===== config.mk =====
export PLATFORM = sky130hd
export DESIGN_NAME = nibble_add_tester_flat
export DESIGN_NICKNAME = d
export VERILOG_FILES = /design/src/rtl/nibble_add_tester_if.sv /design/src/rtl/nibble_add_tester.sv /design/src/flat_wrapper.sv
export SDC_FILE = /design/constraint.sdc
export NUM_CORES = 1
export LEC_CHECK = 0
export CELL_PAD_IN_SITES_DETAIL_PLACEMENT = 0
export CELL_PAD_IN_SITES_GLOBAL_PLACEMENT = 1
export CORE_MARGIN = 2
export CORE_UTILIZATION = 40
export DETAILED_ROUTE_END_ITERATION = 12
export PLACE_DENSITY = 0.77
export SYNTH_ARGS = -nofsm -noshare
export SYNTH_HDL_FRONTEND = slang
export SYNTH_SLANG_ARGS = --single-unit

===== constraint.sdc =====
create_clock -name clk -period 3.4 [get_ports clk]
set_input_delay 0.34 -clock clk [delete_from_list [all_inputs] [get_ports clk]]
set_output_delay 0.34 -clock clk [all_outputs]
set_load 0.02 [all_outputs]

===== src/rtl/nibble_add_tester_if.sv =====
// Operand/result bus between the nibble-adder tester and the adder under test.
// Ports: op_out carries operands {A[7:4], B[3:0]}; res_in carries the adder's 8-bit result.
// master = tester side, slave = adder side.
interface nibble_add_tester_if;
  logic [7:0] op_out;
  logic [7:0] res_in;

  modport master (output op_out, input res_in);
  modport slave  (input op_out, output res_in);
endinterface


===== src/rtl/nibble_add_tester.sv =====
// Self-test initiator for the registered nibble adder: sweeps all 256 operand
// pairs, checks each result against {4'b0, (A+B) mod 16}, and reports
// pass, a saturating mismatch count and the first failing operand.
// Ports: clk, reset (sync, active-high), start, bus (op_out/res_in),
//        busy, done, pass, err_count, first_fail, fail_valid.
module nibble_add_tester #(
  parameter int LATENCY = 1  // edges from operand on op_out to result on res_in (1..4)
) (
  input  logic                        clk,
  input  logic                        reset,
  input  logic                        start,
  nibble_add_tester_if.master         bus,
  output logic                        busy,
  output logic                        done,
  output logic                        pass,
  output logic [7:0]                  err_count,
  output logic [7:0]                  first_fail,
  output logic                        fail_valid
);

  typedef enum logic [1:0] {IDLE, DRIVE, DRAIN, DONE} state_t;

  state_t state, state_nxt;
  logic   launch;

  logic [7:0] op_q;
  logic [2:0] drain_cnt;

  // Expected pipeline: stage 0 holds the operand just placed on op_out,
  // stage LATENCY holds the operand whose result is on res_in right now.
  logic [LATENCY:0][7:0] pipe_op;
  logic [LATENCY:0]      pipe_vld;

  logic       push;
  logic [7:0] push_op;
  logic [7:0] chk_op;
  logic [3:0] exp_sum;
  logic       mismatch;
  logic [7:0] err_nxt;

  // ---------------- FSM ----------------
  always_ff @(posedge clk) begin
    if (reset) state <= IDLE;
    else       state <= state_nxt;
  end

  always_comb begin
    state_nxt = state;
    launch    = 1'b0;
    busy      = 1'b0;
    done      = 1'b0;
    case (state)
      IDLE, DONE: begin
        done = (state == DONE);
        if (start) begin
          launch    = 1'b1;
          state_nxt = DRIVE;
        end
      end
      DRIVE: begin
        busy = 1'b1;
        if (op_q == 8'hFF) state_nxt = DRAIN;
      end
      DRAIN: begin
        busy = 1'b1;
        if (drain_cnt == 3'(LATENCY - 1)) state_nxt = DONE;
      end
      default: state_nxt = IDLE;
    endcase
  end

  // ---------------- Datapath ----------------
  // A new operand is launched on the start edge (0x00) and on every DRIVE
  // edge until 0xFF has been driven.
  assign push    = launch || (state == DRIVE && op_q != 8'hFF);
  assign push_op = launch ? 8'h00 : op_q + 8'd1;

  assign chk_op   = pipe_op[LATENCY];
  assign exp_sum  = chk_op[7:4] + chk_op[3:0];  // 4-bit wrap is the mod-16 rule
  assign mismatch = pipe_vld[LATENCY] && (bus.res_in != {4'h0, exp_sum});
  assign err_nxt  = (mismatch && err_count != 8'hFF) ? err_count + 8'd1 : err_count;

  assign bus.op_out = op_q;

  always_ff @(posedge clk) begin
    if (reset) begin
      op_q       <= 8'h00;
      drain_cnt  <= 3'd0;
      pipe_op    <= '0;
      pipe_vld   <= '0;
      err_count  <= 8'h00;
      first_fail <= 8'h00;
      fail_valid <= 1'b0;
      pass       <= 1'b0;
    end else begin
      pipe_op  <= {pipe_op[LATENCY-1:0], push_op};
      pipe_vld <= {pipe_vld[LATENCY-1:0], push};

      if (push)                op_q <= push_op;
      else if (state == DRIVE) op_q <= 8'h00;  // leaving DRIVE after 0xFF

      if (state == DRAIN) drain_cnt <= drain_cnt + 3'd1;
      else                drain_cnt <= 3'd0;

      if (launch) begin
        // pipeline is empty here, so no compare can collide with the clear
        err_count  <= 8'h00;
        first_fail <= 8'h00;
        fail_valid <= 1'b0;
        pass       <= 1'b0;
      end else begin
        err_count <= err_nxt;
        if (mismatch && !fail_valid) begin
          first_fail <= chk_op;
          fail_valid <= 1'b1;
        end
        // last compare lands on the DONE-entry edge, so use the updated count
        if (state == DRAIN && state_nxt == DONE) pass <= (err_nxt == 8'h00);
      end
    end
  end

endmodule


===== src/flat_wrapper.sv =====
// flat-port wrapper written by rule: the top's interface ports become plain ports
module nibble_add_tester_flat 
#(
  parameter int LATENCY = 1                                                            
)
  (clk, reset, start, busy, done, pass, err_count, first_fail, fail_valid, bus_op_out, bus_res_in);
  nibble_add_tester_if bus_i ();
  input  logic clk;
  input  logic reset;
  input  logic start;
  output logic busy;
  output logic done;
  output logic pass;
  output logic [7:0] err_count;
  output logic [7:0] first_fail;
  output logic fail_valid;
  output wire logic [$bits(bus_i.op_out)-1:0] bus_op_out;
  input wire logic [$bits(bus_i.res_in)-1:0] bus_res_in;
  assign bus_op_out = bus_i.op_out;
  assign bus_i.res_in = bus_res_in;
  nibble_add_tester #(.LATENCY(LATENCY)) u_core (.clk(clk), .reset(reset), .start(start), .bus(bus_i), .busy(busy), .done(done), .pass(pass), .err_count(err_count), .first_fail(first_fail), .fail_valid(fail_valid));
endmodule

==> results.json, run 1 <==
{
  "dp_hpwl_um": 2970,
  "cts_made_buffers": 5,
  "gp_congestion": 0.805,
  "placed_cell_area_mm2": 0.00268,
  "leakage_nw": 1.10,
  "avgSynthCellArea_um2": 9.30,
  "fin_hold_ws_ns": 0.431,
  "port_buffers": 38,
  "num_vias": 1702,
  "antenna_found_initial": 0,
  "final_nets": 300,
  "synth.distinct_cells": 44,
  "period_share": 0.761,
  "cts_hold_buf": 0,
  "cts_root_buf": "clkbuf_8",
  "min_from": "u_core.pipe_vld[0]",
  "yosysSeqAreaShare": 0.438,
  "setup_violations": 0,
  "critPathBufInv": 1,
  "min_period_ns": 2.59,
  "wl_per_cell_um": 11.5,
  "grt_overflow": 0,
  "final_antenna_net_count": 0,
  "fp.dieH_um": 78.9,
  "crit_path_top_delay_cell": "nand3b_1",
  "relSlewSlack": 0.653,
  "synth_area_mm2": 0.00224,
  "syn_nets": 263,
  "drt_first_pass_iters": 4,
  "track_usage": 0.141,
  "htree_levels": 2,
  "placementRows": 27,
  "skew_ns": 0.00824,
  "core_mm2": 0.00547,
  "synthTopCellsByCount": "49 x dfxtp_1, 40 x nor2_1, 13 x nand2_1, 11 x nand3_1",
  "fmax_mhz": 386,
  "drive_gt1_frac": 0.0573,
  "end_kind": "register",
  "powerDensity_mw_per_mm2": 479,
  "via_per_inst": 4.85,
  "synth_ff_type": "dfxtp_1",
  "yosysWarnings": 0,
  "insertedDiodeCount": 0,
  "start_kind": "register",
  "cts_setup_buffers": 0,
  "cts_buffer_depth": 2,
  "netlist_top_cells_area": "dfxtp_1 44%, nor2_1 6.7%, ha_1 5.6%",
  "synth.most_common_cell": "dfxtp_1",
  "whs_path_depth": 1,
  "cts_resized": 0,
  "setup_tns_ns": 0,
  "clkSinkCount": 49,
  "required_ns": 3.58,
  "die_w_um": 78.9,
  "clock_latency_ns": 0.29,
  "timing.rr.start": "u_core.chk_op[4]",
  "synth_cells": 241,
  "grt_pass1_vias": 1580,
  "r2r_slack_ns": 0.81,
  "comb_power_share": 0.217,
  "wl_um": 4040,
  "r2r_cells": 9,
  "grt_pass1_wl_um": 7010,
  "path_class": "reg2reg",
  "timing.rr.end": "u_core.first_fail[7]",
  "slowest_delay_ns": 0.43,
  "dieArea_mm2": 0.00622,
  "path_delay_family": "simple AND/OR/NAND/NOR gates",
  "hold_viol": 0,
  "status": "complete, no violations",
  "area_growth_pct": 24.8,
  "synth_area_leader_cell": "dfxtp_1",
  "fillers": 525,
  "holdPathEnd": "u_core.pipe_vld[1]",
  "grt_max_degree": 17,
  "clkPwrFrac": 0.306,
  "cp_max_fo": 10,
  "rsz0062_at_grt": "no",
  "switching_share": 0.275,
  "ys_ff_latch": 49,
  "clk_pin_slew_ns": 0.08,
  "hold_path.class": "reg2reg",
  "drt_iter0_drc": 100,
  "cp_data_arrival_time_ns": 2.77,
  "ir_worst_vdd_mv": 0.332,
  "maxCapViolations": 0,
  "yosysTopAreaCellShare": 0.438,
  "drc": 0,
  "synth_edf_count": 0,
  "cts_tree": "yes",
  "async_reset_ff_frac": 0,
  "internal-power_w": 0.000972,
  "crit_chain": "ha_1 -> inv_1 -> fa_1 -> xnor3_1 -> nor4_4 -> o21ai_2 -> nand3b_1 -> mux2i_1 -> nor2_1",
  "start_util": 0.410,
  "seqPwrFrac": 0.477,
  "p_sw_w": 0.000369,
  "finalInstanceArea_mm2": 0.00280,
  "slew_viol_final": 0,
  "worstMarginPinSlew_ns": 0.519,
  "ios": 39
}
-- metrics by stage --
stage               worst slack [ns]  power [W]  utilization  instances
floorplan                       1.01   0.000857            -        241
global placement               0.782   0.000946        0.490        343
detailed placement             0.759   0.000948        0.490        343
CTS                            0.778    0.00137        0.511        351
global route                   0.640    0.00143        0.511        351
finish                         0.812    0.00134        0.511        351
-- flip-flops by register name, indices dropped and copies added (netlist names), 2 cells and up --
register / cells
u_core.bus.op_out: 8
u_core.pipe_vld: 2
u_core.chk_op: 8
u_core.drain_cnt: 3
u_core.first_fail: 8
u_core.err_count: 8
u_core.pipe_op: 8
u_core.state: 2
-- area by class of cell --
| class | count | area, µm² | area share |
|---|---|---|---|
| clock buffers | 7 | 86.3 | 0.0308 |
| clock inverters | 1 | 30.0 | 0.0107 |
| inverters | 10 | 37.5 | 0.0134 |
| multi-input cells | 173 | 1190 | 0.424 |
| flip-flops and latches | 49 | 981 | 0.350 |
| well taps | 72 | 90.1 | 0.0322 |
| repair buffers | 39 | 388 | 0.139 |
-- worst max path at each step --
| stage | from | end | slack [ns] | cells after the start |
|---|---|---|---|---|
| 5_1_grt | u_core.chk_op[0] | u_core.first_fail[6] | 0.64 | 9 |
| 4_1_cts | u_core.chk_op[4] | u_core.first_fail[7] | 0.78 | 9 |
| 3_3_place_gp | bus_res_in[5] | u_core.first_fail[0] | 0.78 | 7 |
| 2_1_floorplan | u_core.chk_op[0] | u_core.err_count[6] | 1.01 | 9 |
| 6_report | u_core.chk_op[4] | u_core.first_fail[7] | 0.81 | 9 |
| 3_5_place_dp | bus_res_in[5] | u_core.first_fail[7] | 0.76 | 7 |
-- kinds of logic after synthesis --
logic type / count (synthesis) / synth area share
compound gates: 27 / 0.0832
fa+ha+maj: 11 / 0.0647
flops: 49 / 0.437
buf+inv: 19 / 0.0335
xor+xnor: 18 / 0.0826
mux: 12 / 0.0547
simple gates: 105 / 0.244
-- per-layer routing --
layer / share of wire / wire (µm) / track usage / vias up
li1: - / - / - / 891
met1: 0.48 / 1950 / 0.176 / 774
met2: 0.47 / 1880 / 0.237 / 32
met3: 0.036 / 146 / 0.0273 / 5
met4: 0.017 / 67 / 0.0621 / 0
met5: 0 / 0 / 0 / -
-- power groups by stage --
| stage | Combinational [W] | Sequential (W) | Clock (W) |
|---|---|---|---|
| 6_report | 0.000290 | 0.000640 | 0.000410 |
| 5_1_grt | 0.000329 | 0.000646 | 0.000454 |
| 4_1_cts | 0.000296 | 0.000640 | 0.000429 |
| 3_5_place_dp | 0.000295 | 0.000654 | 0 |
| 3_3_place_gp | 0.000293 | 0.000653 | 0 |
| 2_1_floorplan | 0.000203 | 0.000653 | 0 |
-- cells in the final DEF, fill, tap and decap left out, types with 3 or more instances in the layout --
cell,instances
clkdlybuf4s50_1,38
dfxtp_1,49
nand2b_1,4
nor3_1,5
nor2_1,40
and3_1,4
nand3_1,11
xor2_1,9
clkbuf_8,6
o21ai_0,5
ha_1,10
inv_1,10
nand2_1,13
nor2b_1,9
nand4_1,3
mux2i_1,10
a21oi_1,9
xnor2_1,7
and2_1,4
-- worst register-to-register path: stages, from the launching register on --
cell and delay (ns):
dfxtp_1 0.34, ha_1 0.16, inv_1 0.05, fa_1 0.38, xnor3_1 0.38, nor4_4 0.25
o21ai_2 0.19, nand3b_1 0.43, mux2i_1 0.24, nor2_1 0.06
(Power assumes the default switching activity.)
==> inputs of run 2 (changes only) <==
- clock period: 3.4 -> 2.55 ns (I/O delays scaled with it)
==> run 2 against run 1 <==
Design area increased by 0.98%. Sequential power increased by 34%. Setup slack got worse by 0.65 ns. Flip-flop and latch count unchanged. Sequential share of layout area decreased by 0.34 points. Critical path depth unchanged. Cell count increased by 1.1%. Non-clock buffer count increased by 4. Hold slack improved by 0.012 ns. Critical path type unchanged.
==> results.json, run 2 (same netlist as run 1, synthesis figures left out) <==
{
  "status": "complete, no violations",
  "cp_data_arrival_time_ns": 2.59,
  "ir_worst_vdd_mv": 0.385,
  "internal-power_w": 0.00119,
  "grt_pass1_wl_um": 7470,
  "final_common_cell": "dfxtp_1",
  "placed_cell_area_mm2": 0.00272,
  "cts_root_buf": "clkbuf_8",
  "start_kind": "register",
  "r2r_cells": 9,
  "min_period_ns": 2.39,
  "hold_viol": 0,
  "clock_latency_ns": 0.31,
  "insertedDiodeCount": 0,
  "cts_made_buffers": 5,
  "period_share": 0.937,
  "via_per_inst": 4.90,
  "clkPwrFrac": 0.273,
  "start_util": 0.410,
  "track_usage": 0.152,
  "worstMarginPinSlew_ns": 0.552,
  "p_sw_w": 0.000545,
  "port_buffers": 38,
  "final_antenna_net_count": 0,
  "powerDensity_mw_per_mm2": 613,
  "seqPwrFrac": 0.494,
  "drc": 0,
  "cts_buffer_depth": 2,
  "path_delay_family": "simple AND/OR/NAND/NOR gates",
  "leakage_nw": 1.11,
  "finalInstanceArea_mm2": 0.00283,
  "critPathBufInv": 1,
  "skew_ns": 0.00585,
  "comb_power_share": 0.233,
  "grt_max_degree": 18,
  "end_kind": "register",
  "core_mm2": 0.00547,
  "fp.dieH_um": 78.9,
  "dieArea_mm2": 0.00622,
  "wl_um": 4330,
  "gp_congestion": 0.799,
  "htree_levels": 2,
  "clk_pin_slew_ns": 0.10,
  "grt_overflow": 0,
  "area_growth_pct": 26.1,
  "clkSinkCount": 49,
  "wl_per_cell_um": 12.2,
  "cp_max_fo": 7,
  "path_depth": 9,
  "path_class": "reg2reg",
  "cts_hold_buf": 0,
  "crit_path_top_delay_cell": "fa_1",
  "ios": 39,
  "final_nets": 304,
  "slew_viol_final": 0,
  "die_w_um": 78.9,
  "drt_iter0_drc": 76,
  "setup_violations": 0,
  "whs_path_depth": 1,
  "crit_chain": "ha_1 -> inv_1 -> fa_1 -> xnor3_1 -> nor4_4 -> o21ai_4 -> nand4_1 -> mux2_1 -> and2_1",
  "dp_hpwl_um": 3140,
  "rsz0062_at_grt": "no",
  "fmax_mhz": 419,
  "num_vias": 1739,
  "cts_tree": "yes",
  "switching_share": 0.315,
  "relSlewSlack": 0.632,
  "slowest_delay_ns": 0.36,
  "drive_gt1_frac": 0.0742,
  "placementRows": 27,
  "drt_first_pass_iters": 4,
  "grt_pass1_vias": 1622,
  "maxCapViolations": 0,
  "hold_path.class": "reg2reg",
  "setup_tns_ns": 0,
  "required_ns": 2.76,
  "final_cell_mix": "49 x dfxtp_1, 40 x nor2_1, 38 x clkdlybuf4s50_1",
  "antenna_found_initial": 0,
  "fillers": 525
}
-- run 2: cell types whose count changed in the layout (fill, tap and decap cells not counted), sizes merged --
cell      previous run  this run
buf                  1         5
clkbuf               7         5
bufinv               1         0
clkinv               0         1
clkinvlp             0         1
inv                 10        11
-- run 2: power by group through the flow --
stage	sequential, W	combinational, W	clock, W
floorplan	0.000871	0.000271	0
global placement	0.000871	0.000405	0
CTS	0.000855	0.000408	0.000501
finish	0.000855	0.000404	0.000473
global route	0.000865	0.000453	0.000518
detailed placement	0.000873	0.000406	0
-- run 2: per-layer routing --
layer	part of all wire	GRT usage	vias up	wire, µm
met1	0.49	0.193	807	2110
met5	0	0	-	0
met3	0.034	0.0398	5	146
li1	-	-	897	-
met4	0.011	0.0603	0	49
met2	0.47	0.246	30	2020
-- run 2: what timing repair did --
item,4_1_cts,5_1_grt
endpoints found under the hold margin,0,0
gates resized for setup,0,1
setup endpoints to repair,0,11
buffers inserted,0,1
-- run 2: area by class of cell --
type | count | area (µm²) | area share
sequential | 49 | 981 | 0.347
multi-input combinational | 173 | 1190 | 0.422
clock inverter | 3 | 25.0 | 0.00885
inverter | 10 | 37.5 | 0.0133
tap | 72 | 90.1 | 0.0319
clock buffer | 5 | 68.8 | 0.0243
timing repair buffer | 43 | 430 | 0.152
-- run 2: final timing paths --
kind                          start                  end  slack (ns)
setup / recovery   u_core.chk_op[0]  u_core.err_count[6]        0.16
hold / removal    u_core.pipe_op[7]     u_core.chk_op[7]        0.44
setup reg to reg   u_core.chk_op[0]  u_core.err_count[6]        0.16
hold reg to reg   u_core.pipe_op[7]     u_core.chk_op[7]        0.44
-- run 2: through the flow --
| step | hold WS [ns] | power, W | setup slack (ns) | util | std cells |
|---|---|---|---|---|---|
| after floorplan | 0.327 | 0.00114 | 0.164 | - | 241 |
| after global placement | 0.418 | 0.00128 | 0.112 | 0.497 | 346 |
| after detailed placement | 0.420 | 0.00128 | 0.0487 | 0.497 | 346 |
| after CTS | 0.444 | 0.00176 | 0.0398 | 0.514 | 354 |
| after global routing | 0.454 | 0.00184 | 0.00116 | 0.516 | 355 |
| final | 0.443 | 0.00173 | 0.161 | 0.516 | 355 |
==> inputs of run 3 (changes only) <==
- ABC_AREA: default -> 1
- CORE_UTILIZATION: 40 -> 37
- MAX_ROUTING_LAYER: default -> met4
- PLACE_DENSITY: 0.77 -> 0.76
==> run 3 against run 2 <==
Global-route usage is 0.13 points higher. Core utilization is 3.9 points lower. Cell count is 21% higher. Sequential power is 3.7% higher. Fmax is 6.1% higher. Critical endpoint is now u_core.pass.
==> results.json, run 3 <==
{
  "status": "complete, no violations",
  "crit_chain": "ha_1 -> inv_1 -> fa_1 -> inv_1 -> nand2_1 -> nand2_1 -> nand3_1 -> nor2_2 -> nand3_2 -> nand3_4 -> inv_4 -> o21ai_0 -> nor2_1 -> nand2_1 -> a21oi_2",
  "track_usage": 0.153,
  "clkPwrFrac": 0.251,
  "antenna_found_initial": 0,
  "final_common_cell": "nor2_1",
  "comb_power_share": 0.276,
  "wl_um": 4530,
  "powerDensity_mw_per_mm2": 664,
  "timing.rr.end": "u_core.pass",
  "ios": 39,
  "clk_pin_slew_ns": 0.09,
  "yosysSeqAreaShare": 0.435,
  "synth_cells": 309,
  "setup_tns_ns": 0,
  "yosysWarnings": 0,
  "min_from": "u_core.pipe_vld[0]",
  "grt_max_degree": 22,
  "via_per_inst": 4.42,
  "fillers": 599,
  "end_kind": "register",
  "skew_ns": 0.00435,
  "async_reset_ff_frac": 0,
  "switching_share": 0.334,
  "setup_violations": 0,
  "period_share": 0.883,
  "relSlewSlack": 0.663,
  "cts_resized": 0,
  "path_class": "reg2reg",
  "final_antenna_net_count": 0,
  "drt_iter0_drc": 61,
  "ir_worst_vdd_mv": 0.399,
  "hold_viol": 0,
  "grt_pass1_wl_um": 7760,
  "r2r_slack_ns": 0.30,
  "grt_pass1_vias": 1826,
  "dieArea_mm2": 0.00674,
  "whs_path_depth": 2,
  "cts_made_buffers": 5,
  "placementRows": 28,
  "cts_root_buf": "clkbuf_8",
  "insertedDiodeCount": 0,
  "drt_first_pass_iters": 4,
  "r2r_cells": 15,
  "dr.max_layer_used": "met4",
  "grt_overflow": 0,
  "area_growth_pct": 25.3,
  "synth.most_common_cell": "nor2_1",
  "synth_area_mm2": 0.00226,
  "yosysTopAreaCellShare": 0.435,
  "fp.dieH_um": 82.1,
  "port_buffers": 38,
  "seqPwrFrac": 0.472,
  "cts_hold_buf": 0,
  "slew_viol_final": 0,
  "slowest_delay_ns": 0.42,
  "synthTopCellsByCount": "59 x nor2_1, 58 x nand2_1, 51 x inv_1, 49 x dfxtp_1, 16 x a21oi_1",
  "wl_per_cell_um": 10.6,
  "holdPathEnd": "u_core.pipe_vld[1]",
  "syn_nets": 331,
  "synth_ff_type": "dfxtp_1",
  "cts_setup_buffers": 0,
  "dp_hpwl_um": 3410,
  "rsz0062_at_grt": "no",
  "drive_gt1_frac": 0.0650,
  "required_ns": 2.75,
  "crit_path_top_delay_cell": "fa_1",
  "clkSinkCount": 49,
  "fmax_mhz": 444,
  "avgSynthCellArea_um2": 7.30,
  "synth_area_leader_cell": "dfxtp_1",
  "fin_ws_ns": 0.298,
  "synth_edf_count": 0,
  "dp_slack_ns": 0.299,
  "min_period_ns": 2.25,
  "start_util": 0.381,
  "cts_buffer_depth": 2,
  "num_vias": 1895,
  "gp_congestion": 0.817,
  "timing.rr.start": "u_core.chk_op[0]",
  "die_w_um": 82.1,
  "final_nets": 376,
  "start_kind": "register",
  "crit_top_cell": "nand2_1",
  "drc": 0,
  "maxCapViolations": 0,
  "route.met3.wl_um": 221,
  "leakage_nw": 1.21,
  "hold_path.class": "reg2reg",
  "htree_levels": 2,
  "cts_tree": "yes",
  "cp_data_arrival_time_ns": 2.45,
  "clock_latency_ns": 0.30,
  "p_sw_w": 0.000627,
  "met1Wirelength_um": 2290,
  "cp_max_fo": 9,
  "final_cell_mix": "59 x nor2_1, 58 x nand2_1, 51 x inv_1",
  "ys_ff_latch": 49,
  "worstMarginPinSlew_ns": 0.503,
  "met2_length_um": 1990,
  "netlist_top_cells_area": "dfxtp_1 43%, nor2_1 9.8%, nand2_1 9.6%",
  "core_mm2": 0.00592,
  "internal-power_w": 0.00125,
  "synth.distinct_cells": 29
}
run 3: changes by cell type after synthesis, moves of 6 or more:
cell,change
clkbuf_1,-6
nand2_1,+45
o21ai_0,+10
a21oi_1,+7
nor2_1,+19
xor2_1,-7
mux2i_1,-10
nor2b_1,-9
inv_1,+41
run 3: critical path: cells and delay by family, from the launching register on:
kind                       cells  cell delay [ns]
buffers and inverters          3             0.19
adders and majority gates      2             0.62
AOI/OAI and AO/OA              2             0.26
and+or+nand+nor                8             0.75
DFF                            1             0.32
run 3: cells by family (layout without fill, tap and decap cells):
logic type	count (synthesis)	in the layout	synth area share
buffers and inverters	59	104	0.101
and+or+nand+nor	145	145	0.276
AOI/OAI and AO/OA	36	36	0.0892
adders and majority gates	11	11	0.0643
xor gates and xnor gates	9	9	0.0349
DFF	49	49	0.435
run 3: area by class of cell:
type / instances / area (µm²) / share of cell area
Tap cell: 75 / 93.8 / 0.0332
Clock buffer: 7 / 86.3 / 0.0305
Timing Repair Buffer: 42 / 410 / 0.145
Multi-Input combinational cell: 201 / 1050 / 0.371
Sequential cell: 49 / 981 / 0.347
Inverter: 55 / 209 / 0.0739
run 3: layer usage:
metal,GRT usage,vias to the layer above
met4,0.0517,0
met5,-,-
met3,0.0435,3
li1,-,1043
met2,0.240,41
met1,0.190,808
run 3: through the flow:
stage                     instance area [µm²]   util  total power [W]  std cells  hold slack (ns)
after CTS                                2830  0.478          0.00189        429            0.403
after floorplan                          2260      -          0.00123        309            0.388
after global placement                   2740  0.463          0.00143        422            0.393
after global routing                     2830  0.478          0.00201        429            0.429
after detailed placement                 2740  0.463          0.00143        422            0.392
final                                    2830  0.478          0.00188        429            0.405
run 3: worst max path at each step:
stage                           startpoint     endpoint  slack (ns)
after CTS                 u_core.chk_op[0]  u_core.pass        0.28
final                     u_core.chk_op[0]  u_core.pass        0.30
after detailed placement  u_core.chk_op[0]  u_core.pass        0.30
after global routing      u_core.chk_op[4]  u_core.pass        0.01
after global placement    u_core.chk_op[0]  u_core.pass        0.36
after floorplan           u_core.chk_op[0]  u_core.pass        0.48
run 3: power by group through the flow:
stage | Combinational, W | Sequential, W | Clock, W
floorplan | 0.000297 | 0.000932 | 0
global placement | 0.000527 | 0.000906 | 0
detailed placement | 0.000522 | 0.000905 | 0
CTS | 0.000525 | 0.000888 | 0.000482
global route | 0.000596 | 0.000898 | 0.000516
finish | 0.000519 | 0.000887 | 0.000472
